==> config.mk <==
export PLATFORM = sky130hd
export DESIGN_NAME = mem_port_arbiter
export DESIGN_NICKNAME = d
export VERILOG_FILES = /design/src/rtl/riscv_pkg.sv /design/src/rtl/rr_arb2.sv /design/src/rtl/mem_port_arbiter.sv
export SDC_FILE = /design/constraint.sdc
export NUM_CORES = 1
export LEC_CHECK = 0
export BUFFER_PORTS_ARGS = -buffer_cell sky130_fd_sc_hd__clkbuf_2
export CAP_MARGIN = 20
export CORE_MARGIN = 2
export CORE_UTILIZATION = 25
export DETAILED_ROUTE_END_ITERATION = 16
export PLACE_DENSITY = 0.59
export SETUP_SLACK_MARGIN = 0.02
export SYNTH_ARGS = -nofsm -noshare
export SYNTH_HDL_FRONTEND = slang
export SYNTH_HIERARCHICAL = 1
export SYNTH_SLANG_ARGS = --single-unit
export TNS_END_PERCENT = 1
==> constraint.sdc <==
create_clock -name clk -period 6.2 [get_ports clk]
set_clock_uncertainty 0.05 [all_clocks]
set_input_delay 1.24 -clock clk [delete_from_list [all_inputs] [get_ports clk]]
set_output_delay 1.24 -clock clk [all_outputs]
set_load 0.005 [all_outputs]
==> src/rtl/riscv_pkg.sv <==
// Shared definitions for the data-memory port arbiter.
// Owner encoding and data/byte-enable widths.
package riscv_pkg;

  localparam int DW  = 32;
  localparam int BEW = 4;

  typedef enum logic [1:0] {
    OWN_NONE = 2'd0,
    OWN_M0   = 2'd1,
    OWN_M1   = 2'd2
  } owner_e;

endpackage

==> src/rtl/rr_arb2.sv <==
// Two-input round-robin arbiter with burst lock and a hold bound.
// Grants are combinational; owner/last/hold state advances on clk.
module rr_arb2
  import riscv_pkg::*;
#(
  parameter int MAX_HOLD = 4
) (
  input  logic clk,
  input  logic rst,
  input  logic req0_i,
  input  logic req1_i,
  input  logic lock0_i,
  input  logic lock1_i,
  output logic gnt0_o,
  output logic gnt1_o
);

  localparam int HW = $clog2(MAX_HOLD + 1);
  localparam logic [HW-1:0] HMAX = HW'(MAX_HOLD);

  owner_e        owner_q, owner_d;
  logic          last_q, last_d;
  logic [HW-1:0] hold_q, hold_d;
  logic [HW-1:0] hold_inc;
  logic          keep0, keep1;
  logic          g0, g1;

  assign hold_inc = (hold_q == HMAX) ? hold_q : hold_q + 1'b1;

  // A locked owner keeps the bus unless the other side has waited
  // through MAX_HOLD consecutive locked grants.
  assign keep0 = (owner_q == OWN_M0) && req0_i && lock0_i &&
                 (!req1_i || (hold_q < HMAX));
  assign keep1 = (owner_q == OWN_M1) && req1_i && lock1_i &&
                 (!req0_i || (hold_q < HMAX));

  always_comb begin
    g0 = 1'b0;
    g1 = 1'b0;
    if (keep0) begin
      g0 = 1'b1;
    end else if (keep1) begin
      g1 = 1'b1;
    end else if (req0_i && req1_i) begin
      g0 = last_q;
      g1 = !last_q;
    end else begin
      g0 = req0_i;
      g1 = req1_i;
    end
  end

  always_comb begin
    owner_d = OWN_NONE;
    last_d  = last_q;
    hold_d  = '0;
    if (g0) begin
      last_d  = 1'b0;
      hold_d  = (owner_q == OWN_M0) ? hold_inc : HW'(1);
      owner_d = lock0_i ? OWN_M0 : OWN_NONE;
    end else if (g1) begin
      last_d  = 1'b1;
      hold_d  = (owner_q == OWN_M1) ? hold_inc : HW'(1);
      owner_d = lock1_i ? OWN_M1 : OWN_NONE;
    end
  end

  always_ff @(posedge clk or posedge rst) begin
    if (rst) begin
      owner_q <= OWN_NONE;
      last_q  <= 1'b1;
      hold_q  <= '0;
    end else begin
      owner_q <= owner_d;
      last_q  <= last_d;
      hold_q  <= hold_d;
    end
  end

  assign gnt0_o = g0;
  assign gnt1_o = g1;

endmodule

==> src/rtl/mem_port_arbiter.sv <==
// Shares one single-port sync data memory between core (M0) and
// debug loader (M1); also publishes the last committed write.
module mem_port_arbiter
  import riscv_pkg::*;
#(
  parameter int AW       = 32,
  parameter int MAX_HOLD = 4
) (
  input  logic           clk,
  input  logic           rst,
  input  logic           m0_req,
  input  logic           m0_we,
  input  logic [AW-1:0]  m0_addr,
  input  logic [DW-1:0]  m0_wdata,
  input  logic [BEW-1:0] m0_be,
  input  logic           m0_lock,
  output logic           m0_gnt,
  output logic           m0_rvalid,
  output logic [DW-1:0]  m0_rdata,
  input  logic           m1_req,
  input  logic           m1_we,
  input  logic [AW-1:0]  m1_addr,
  input  logic [DW-1:0]  m1_wdata,
  input  logic [BEW-1:0] m1_be,
  input  logic           m1_lock,
  output logic           m1_gnt,
  output logic           m1_rvalid,
  output logic [DW-1:0]  m1_rdata,
  output logic           mem_en,
  output logic           mem_we,
  output logic [AW-1:0]  mem_addr,
  output logic [DW-1:0]  mem_wdata,
  output logic [BEW-1:0] mem_be,
  input  logic [DW-1:0]  mem_rdata,
  output logic [31:0]    wr_addr,
  output logic [31:0]    wr_data
);

  logic          rd_pend_q, rd_src_q;
  logic [DW-1:0] m0_rdata_q, m1_rdata_q;
  logic [31:0]   wr_addr_q, wr_data_q;

  rr_arb2 #(
    .MAX_HOLD(MAX_HOLD)
  ) u_arb (
    .clk    (clk),
    .rst    (rst),
    .req0_i (m0_req),
    .req1_i (m1_req),
    .lock0_i(m0_lock),
    .lock1_i(m1_lock),
    .gnt0_o (m0_gnt),
    .gnt1_o (m1_gnt)
  );

  always_comb begin
    mem_en    = 1'b0;
    mem_we    = 1'b0;
    mem_addr  = '0;
    mem_wdata = '0;
    mem_be    = '0;
    if (m0_gnt) begin
      mem_en    = 1'b1;
      mem_we    = m0_we;
      mem_addr  = m0_addr;
      mem_wdata = m0_wdata;
      mem_be    = m0_be;
    end else if (m1_gnt) begin
      mem_en    = 1'b1;
      mem_we    = m1_we;
      mem_addr  = m1_addr;
      mem_wdata = m1_wdata;
      mem_be    = m1_be;
    end
  end

  // Valid is registered; data passes straight through from the memory
  // in the return cycle and is latched there to hold until the next one.
  assign m0_rvalid = rd_pend_q && !rd_src_q;
  assign m1_rvalid = rd_pend_q && rd_src_q;
  assign m0_rdata  = m0_rvalid ? mem_rdata : m0_rdata_q;
  assign m1_rdata  = m1_rvalid ? mem_rdata : m1_rdata_q;

  always_ff @(posedge clk or posedge rst) begin
    if (rst) begin
      rd_pend_q  <= 1'b0;
      rd_src_q   <= 1'b0;
      m0_rdata_q <= '0;
      m1_rdata_q <= '0;
      wr_addr_q  <= '0;
      wr_data_q  <= '0;
    end else begin
      rd_pend_q <= mem_en && !mem_we;
      rd_src_q  <= m1_gnt;
      if (m0_rvalid) m0_rdata_q <= mem_rdata;
      if (m1_rvalid) m1_rdata_q <= mem_rdata;
      if (mem_en && mem_we) begin
        wr_addr_q <= 32'(mem_addr);
        wr_data_q <= mem_wdata;
      end
    end
  end

  assign wr_addr = wr_addr_q;
  assign wr_data = wr_data_q;

endmodule

Word-level counts from Yosys, hierarchy flattened
Cells that the tools add are included.

Add/subtract/negate cells: 1. Multipliers: 0. Divide/modulo/power cells: 0. Order comparisons: 1. Equality and inequality tests: 3. Shift-type cells: 0. Muxes and demuxes: 29. Bitwise gates (word level): 0. Reductions and logical operators: 19.

Operators with widths (number): 2-to-1 mux 32 bit (6); 2-to-1 mux 3 bit (5); 2-to-1 mux 1 bit (13); logical AND 1 bit (11); 2-to-1 mux 4 bit (2); 2-to-1 mux 2 bit (3); zero test 1 bit (5); adder 3 x 1 -> 3 bit, second input constant (1); == test 3 bit, second input constant (1); < comparator 3 bit, second input constant (1); == test 2 x 1 -> 1 bit, second input constant (1); == test 2 bit, second input constant (1); logical OR 1 bit (2); nonzero test 2 bit (1).

Register bits after elaboration: 136. Latch bits: 0. Bits in writable memories: 0. Memory bits (read-only): 0. Bits of input ports: 176. Output and inout bits: 202. Memories: 0.

Logic depth before layout (Yosys ltp)
Depth in word-level cells: 10. Gate-level depth with buffers: 9.

Hierarchy
Netlist, hierarchy kept.

By module, submodules not included: mem_port_arbiter (times used 1, cells an instance 612, area each 7031.7 µm², sequential area each 3253.1 µm²); rr_arb2 (times used 1, cells an instance 47, area each 411.6 µm², sequential area each 151.4 µm²).

Worst setup path before layout
No wires, ideal clock.

Path type: input port to output port. Start: in m1_lock. End: out mem_addr[0]. Arrival: 2.636 ns. Data required time: 4.910 ns. Setup slack: 2.274 ns. Stages: 8. Buffers on the path: 3. Cell sequence: inv_1 -> o31a_1 -> o31ai_2 -> inv_1 -> buf_4 -> buf_2 -> buf_2 -> a22o_1.

Elaborated cells between the ends (all ways): 8. Those cells by class: mux (6); reduce/logical (2).

RTL lines: from (decl) (RTL line mem_port_arbiter.sv:25) `input logic m1_lock,`; logical AND 1 bit (2 in a row) (RTL line rr_arb2.sv:34) `assign keep1 = (owner_q == OWN_M1) && req1_i && lock1_i &&`; 2-to-1 mux 1 bit (RTL line rr_arb2.sv:42) `end else if (keep1) begin`; 2-to-1 mux 1 bit (RTL line rr_arb2.sv:40) `if (keep0) begin`; net m0_gnt (RTL line mem_port_arbiter.sv:17) `output logic m0_gnt,`; 2-to-1 mux 32 bit (RTL line mem_port_arbiter.sv:62) `if (m0_gnt) begin`; to (decl) (RTL line mem_port_arbiter.sv:31) `output logic [AW-1:0] mem_addr,`.

The timed path passes the listed nets, and every way through them passes these cells.

Final worst setup path
Start: in m1_lock. End: out mem_addr[3].

Longest elaborated chain between the ends: 6. Elaborated cells between the ends (all ways): 8. Those cells by class: mux (6); reduce/logical (2).

Ends and longest elaborated chain: logical AND 1 bit (*) (2 in a row) (RTL line rr_arb2.sv:34); 2-to-1 mux 1 bit (RTL line rr_arb2.sv:42); 2-to-1 mux 1 bit (RTL line rr_arb2.sv:40); 2-to-1 mux 32 bit (RTL line mem_port_arbiter.sv:68) `end else if (m1_gnt) begin`; 2-to-1 mux 32 bit (*) (RTL line mem_port_arbiter.sv:62).

Mark *: on every way between the ends. The rest lies on a longest branch, timed or not.

==> impl_metrics.csv <==
group,metric,value,unit
outcome,status,"completed",
setup_path,r2r_end,"wr_data[2]",
finish,fin_util,34.5,%
power_and_ir_drop,p_leak,5.02,nW
setup_path,path_depth,9,
drt,drc,0,
drt,wl_per_cell,18.0,µm
cts,cts.sinks,136,
timing,rsz0062_at_grt,"no",
drt,drt_wl_total,25.0,mm
global_route,grt_start_max_net_pins,86,
timing,period_share,78.5,%
worst_hold_path,hold_class,"reg2reg",
synth,yosys_warnings,6,
placed_design,place_hpwl,17.1,mm
floorplanning,start_util,25.2,%
drt,vias,6817,
drt,drtIter0Drc,284,
placed_design,placed_cells,1359,
synth,synthArstFlopShare,100,%
synth,ys_types,40,
global_route,antenna_found_initial,0,
setup_path,critPathKind,"in2out",
setup_path,path_buf_inv,5,
setup_path,crit_slowest_cell,"buf_4",
global_route,grt_overflow,0,
timing,fmaxAchievable,0.205,GHz
global_route,grtUsageTotal,15.5,%
finish,final_common_cell,"clkbuf_2",
setup_path,crit_fanout,73,
power_and_ir_drop,vdd_ir_drop_max,0.171,mV
cts,post_cts_buffers,0,
placed_design,port-buffer-count,377,
timing,finalHoldViolCount,0,
timing,worstMarginPinSlew,0.871,ns
timing,relSlewSlack,41.9,%
synth,synthesis.nets,837,
synth,synthFlopType,"dfrtp_1",
setup_path,startpoint_type,"primary input",
floorplanning,core_area,0.0295,mm²
cts,cts_resized,0,
finish,instances_no_fill,1390,
setup_path,worst_path_dominant_cell_family,"buffers and inverters",
synth,ys_seq_area_share,45.7,%
cts,path_clk_slew,0.06,ns
cts,cts_tree,"yes",
finish,syn2layout_area_growth,36.7,%
setup_path,critPathArrivalTime,3.58,ns
finish,multi_input_area,0.00363,mm²
power_and_ir_drop,total_power,3.15,mW
placed_design,place_congestion,0.782,
setup_path,r2r_setup_slack,2.84,ns
finish,seqCellArea,0.00340,mm²
cts,cts_hold_buffers,0,
cts,cts_max_level,4,
timing,whs,0.445,ns
finish,postLayoutCellArea,0.0102,mm²
cts,root_buffer,"clkbuf_16",
setup_path,crit_path_end,"mem_addr[3]",
synth,ys_ff_latch,136,
timing,post-route-min-period,4.87,ns
cts,clk_path_buf_depth,2,
synth,synth_cells,659,
drt,ant_nets,0,
timing,finalSetupViolCount,0,
power_and_ir_drop,pwr_density_cell,310,mW/mm²
setup_path,path_cells,"clkbuf_2, inv_1, o31a_1, o31ai_2, inv_6, nor2b_4, buf_4, a22o_1, clkbuf_2",
synth,synth_area_per_cell,11.3,µm²
timing,finalSetupTns,0,ns
placed_design,dpl_cell_area,0.00956,mm²
finish,diodes,0,
global_route,grt_pass1_vias,6496,
setup_path,r2r_cells,8,
setup_path,r2r_start,"u_arb/hold_q[2]",
floorplanning,die-area,0.0312,mm²
floorplanning,die_h,177,µm
finish,final_nets,1166,
setup_path,crit_top_cell,"clkbuf_2",
setup_path,cp-startpoint,"m1_lock",
synth,netlist_area,0.00744,mm²
setup_path,end_kind,"output pin",
floorplanning,die_w,177,µm
synth,synth_edf_count,0,
timing,finalWorstSetupSlack,1.33,ns
cts,insertion_delay,0.42,ns
global_route,grt_pass1_wl,37.7,mm
finish,fillers,3027,
timing,report.final.slew_viol_count,0,
drt,via_per_inst,4.90,
setup_path,crit_required,4.91,ns
floorplanning,ios,378,
finish,drive_above_1_share,50.4,%
drt,first_pass_iters,5,
finish,most-common-layout-cells,"clkbuf_2, dfrtp_1, a22o_1, a21oi_1, mux2_2",
setup_path,critical_path.max_stage_delay,0.54,ns
floorplanning,rows,63,
cts,cts_buffers,17,
flow_run,maxCapViolations,0,
placed_design,pre_cts_ws,1.28,ns
[power by group]
part | switching (mW) | internal (mW) | total, mW
combinational | 0.447 | 0.446 | 0.892
clock | 0.442 | 0.643 | 1.09
sequential | 0.0799 | 1.09 | 1.17
total | 0.969 | 2.18 | 3.15
[Yosys cell counts (2+ instances only)]
library cell	number	share of area [%]
dfrtp_1	135	45
a21oi_1	66	4.4
a22o_1	66	7.8
mux2_2	64	9.7
and3b_1	62	7.3
nor4bb_1	58	7.8
a211oi_1	57	5.7
buf_2	44	3.0
clkbuf_1	30	1.5
inv_1	15	0.76
nand2_1	10	0.50
and4bb_2	6	1.0
a211oi_2	5	0.84
nor2_1	5	0.25
nor2b_1	4	0.34
buf_4	3	0.30
o21ai_0	3	0.20
a221oi_1	2	0.24
ha_1	2	0.34
nand3b_1	2	0.20
[cell families (layout without fill, tap and decap cells)]
family | Yosys count | after routing | synth area share [%]
AND/OR/NAND/NOR | 156 | 156 | 18.4
multiplexers | 64 | 64 | 9.68
buffers and inverters | 93 | 434 | 5.58
flip-flops | 136 | 136 | 45.7
AO/OA/AOI/OAI | 207 | 207 | 20.2
XOR/XNOR | 1 | 1 | 0.118
adder cells (fa/ha/maj) | 2 | 2 | 0.336
[final cells by class]
type	count	share of cell area, %
timing repair buffer	388	19.4
inverter	15	0.652
sequential	136	33.5
tap	390	4.80
clock inverter	14	1.84
clock buffer	17	4.18
multi-input combinational	430	35.7
[state kept, by name (all words and copies together) (netlist names)]
signal,flops
rd_src_q,1
m1_rdata_q,32
u_arb/hold_q,3
wr_data,32
m0_rdata_q,32
rd_pend_q,1
u_arb/last_q,1
wr_addr,32
u_arb/owner_q,2
[worst reg2reg max path, stage by stage (launching register included)]
cell	delay, ns
dfrtp_1	0.44
nand3b_1	0.18
a21oi_1	0.18
o31ai_2	0.13
inv_6	0.38
buf_4	0.61
nand3b_1	0.29
buf_4	0.71
a211oi_1	0.21
[routing by layer]
metal | vias to the layer above | wire [µm] | track usage (%)
li1 | 3194 | - | -
met1 | 3322 | 10600 | 19.7
met2 | 283 | 12100 | 25.8
met3 | 18 | 1920 | 4.29
met4 | 0 | 325 | 4.27
met5 | - | 0 | 0
[worst min path at each step]
stage | from | to | slack [ns] | cells past startpoint
floorplan | m0_rdata_q[0] | m0_rdata_q[0] | 0.43 | 1
global placement | m0_rdata_q[9] | m0_rdata_q[9] | 0.43 | 1
detailed placement | m0_rdata_q[10] | m0_rdata_q[10] | 0.43 | 1
CTS | m0_rdata_q[10] | m0_rdata_q[10] | 0.45 | 1
global route | m1_rdata_q[13] | m1_rdata_q[13] | 0.46 | 1
finish | m1_rdata_q[16] | m1_rdata_q[16] | 0.45 | 1
(Power assumes the default switching activity.)
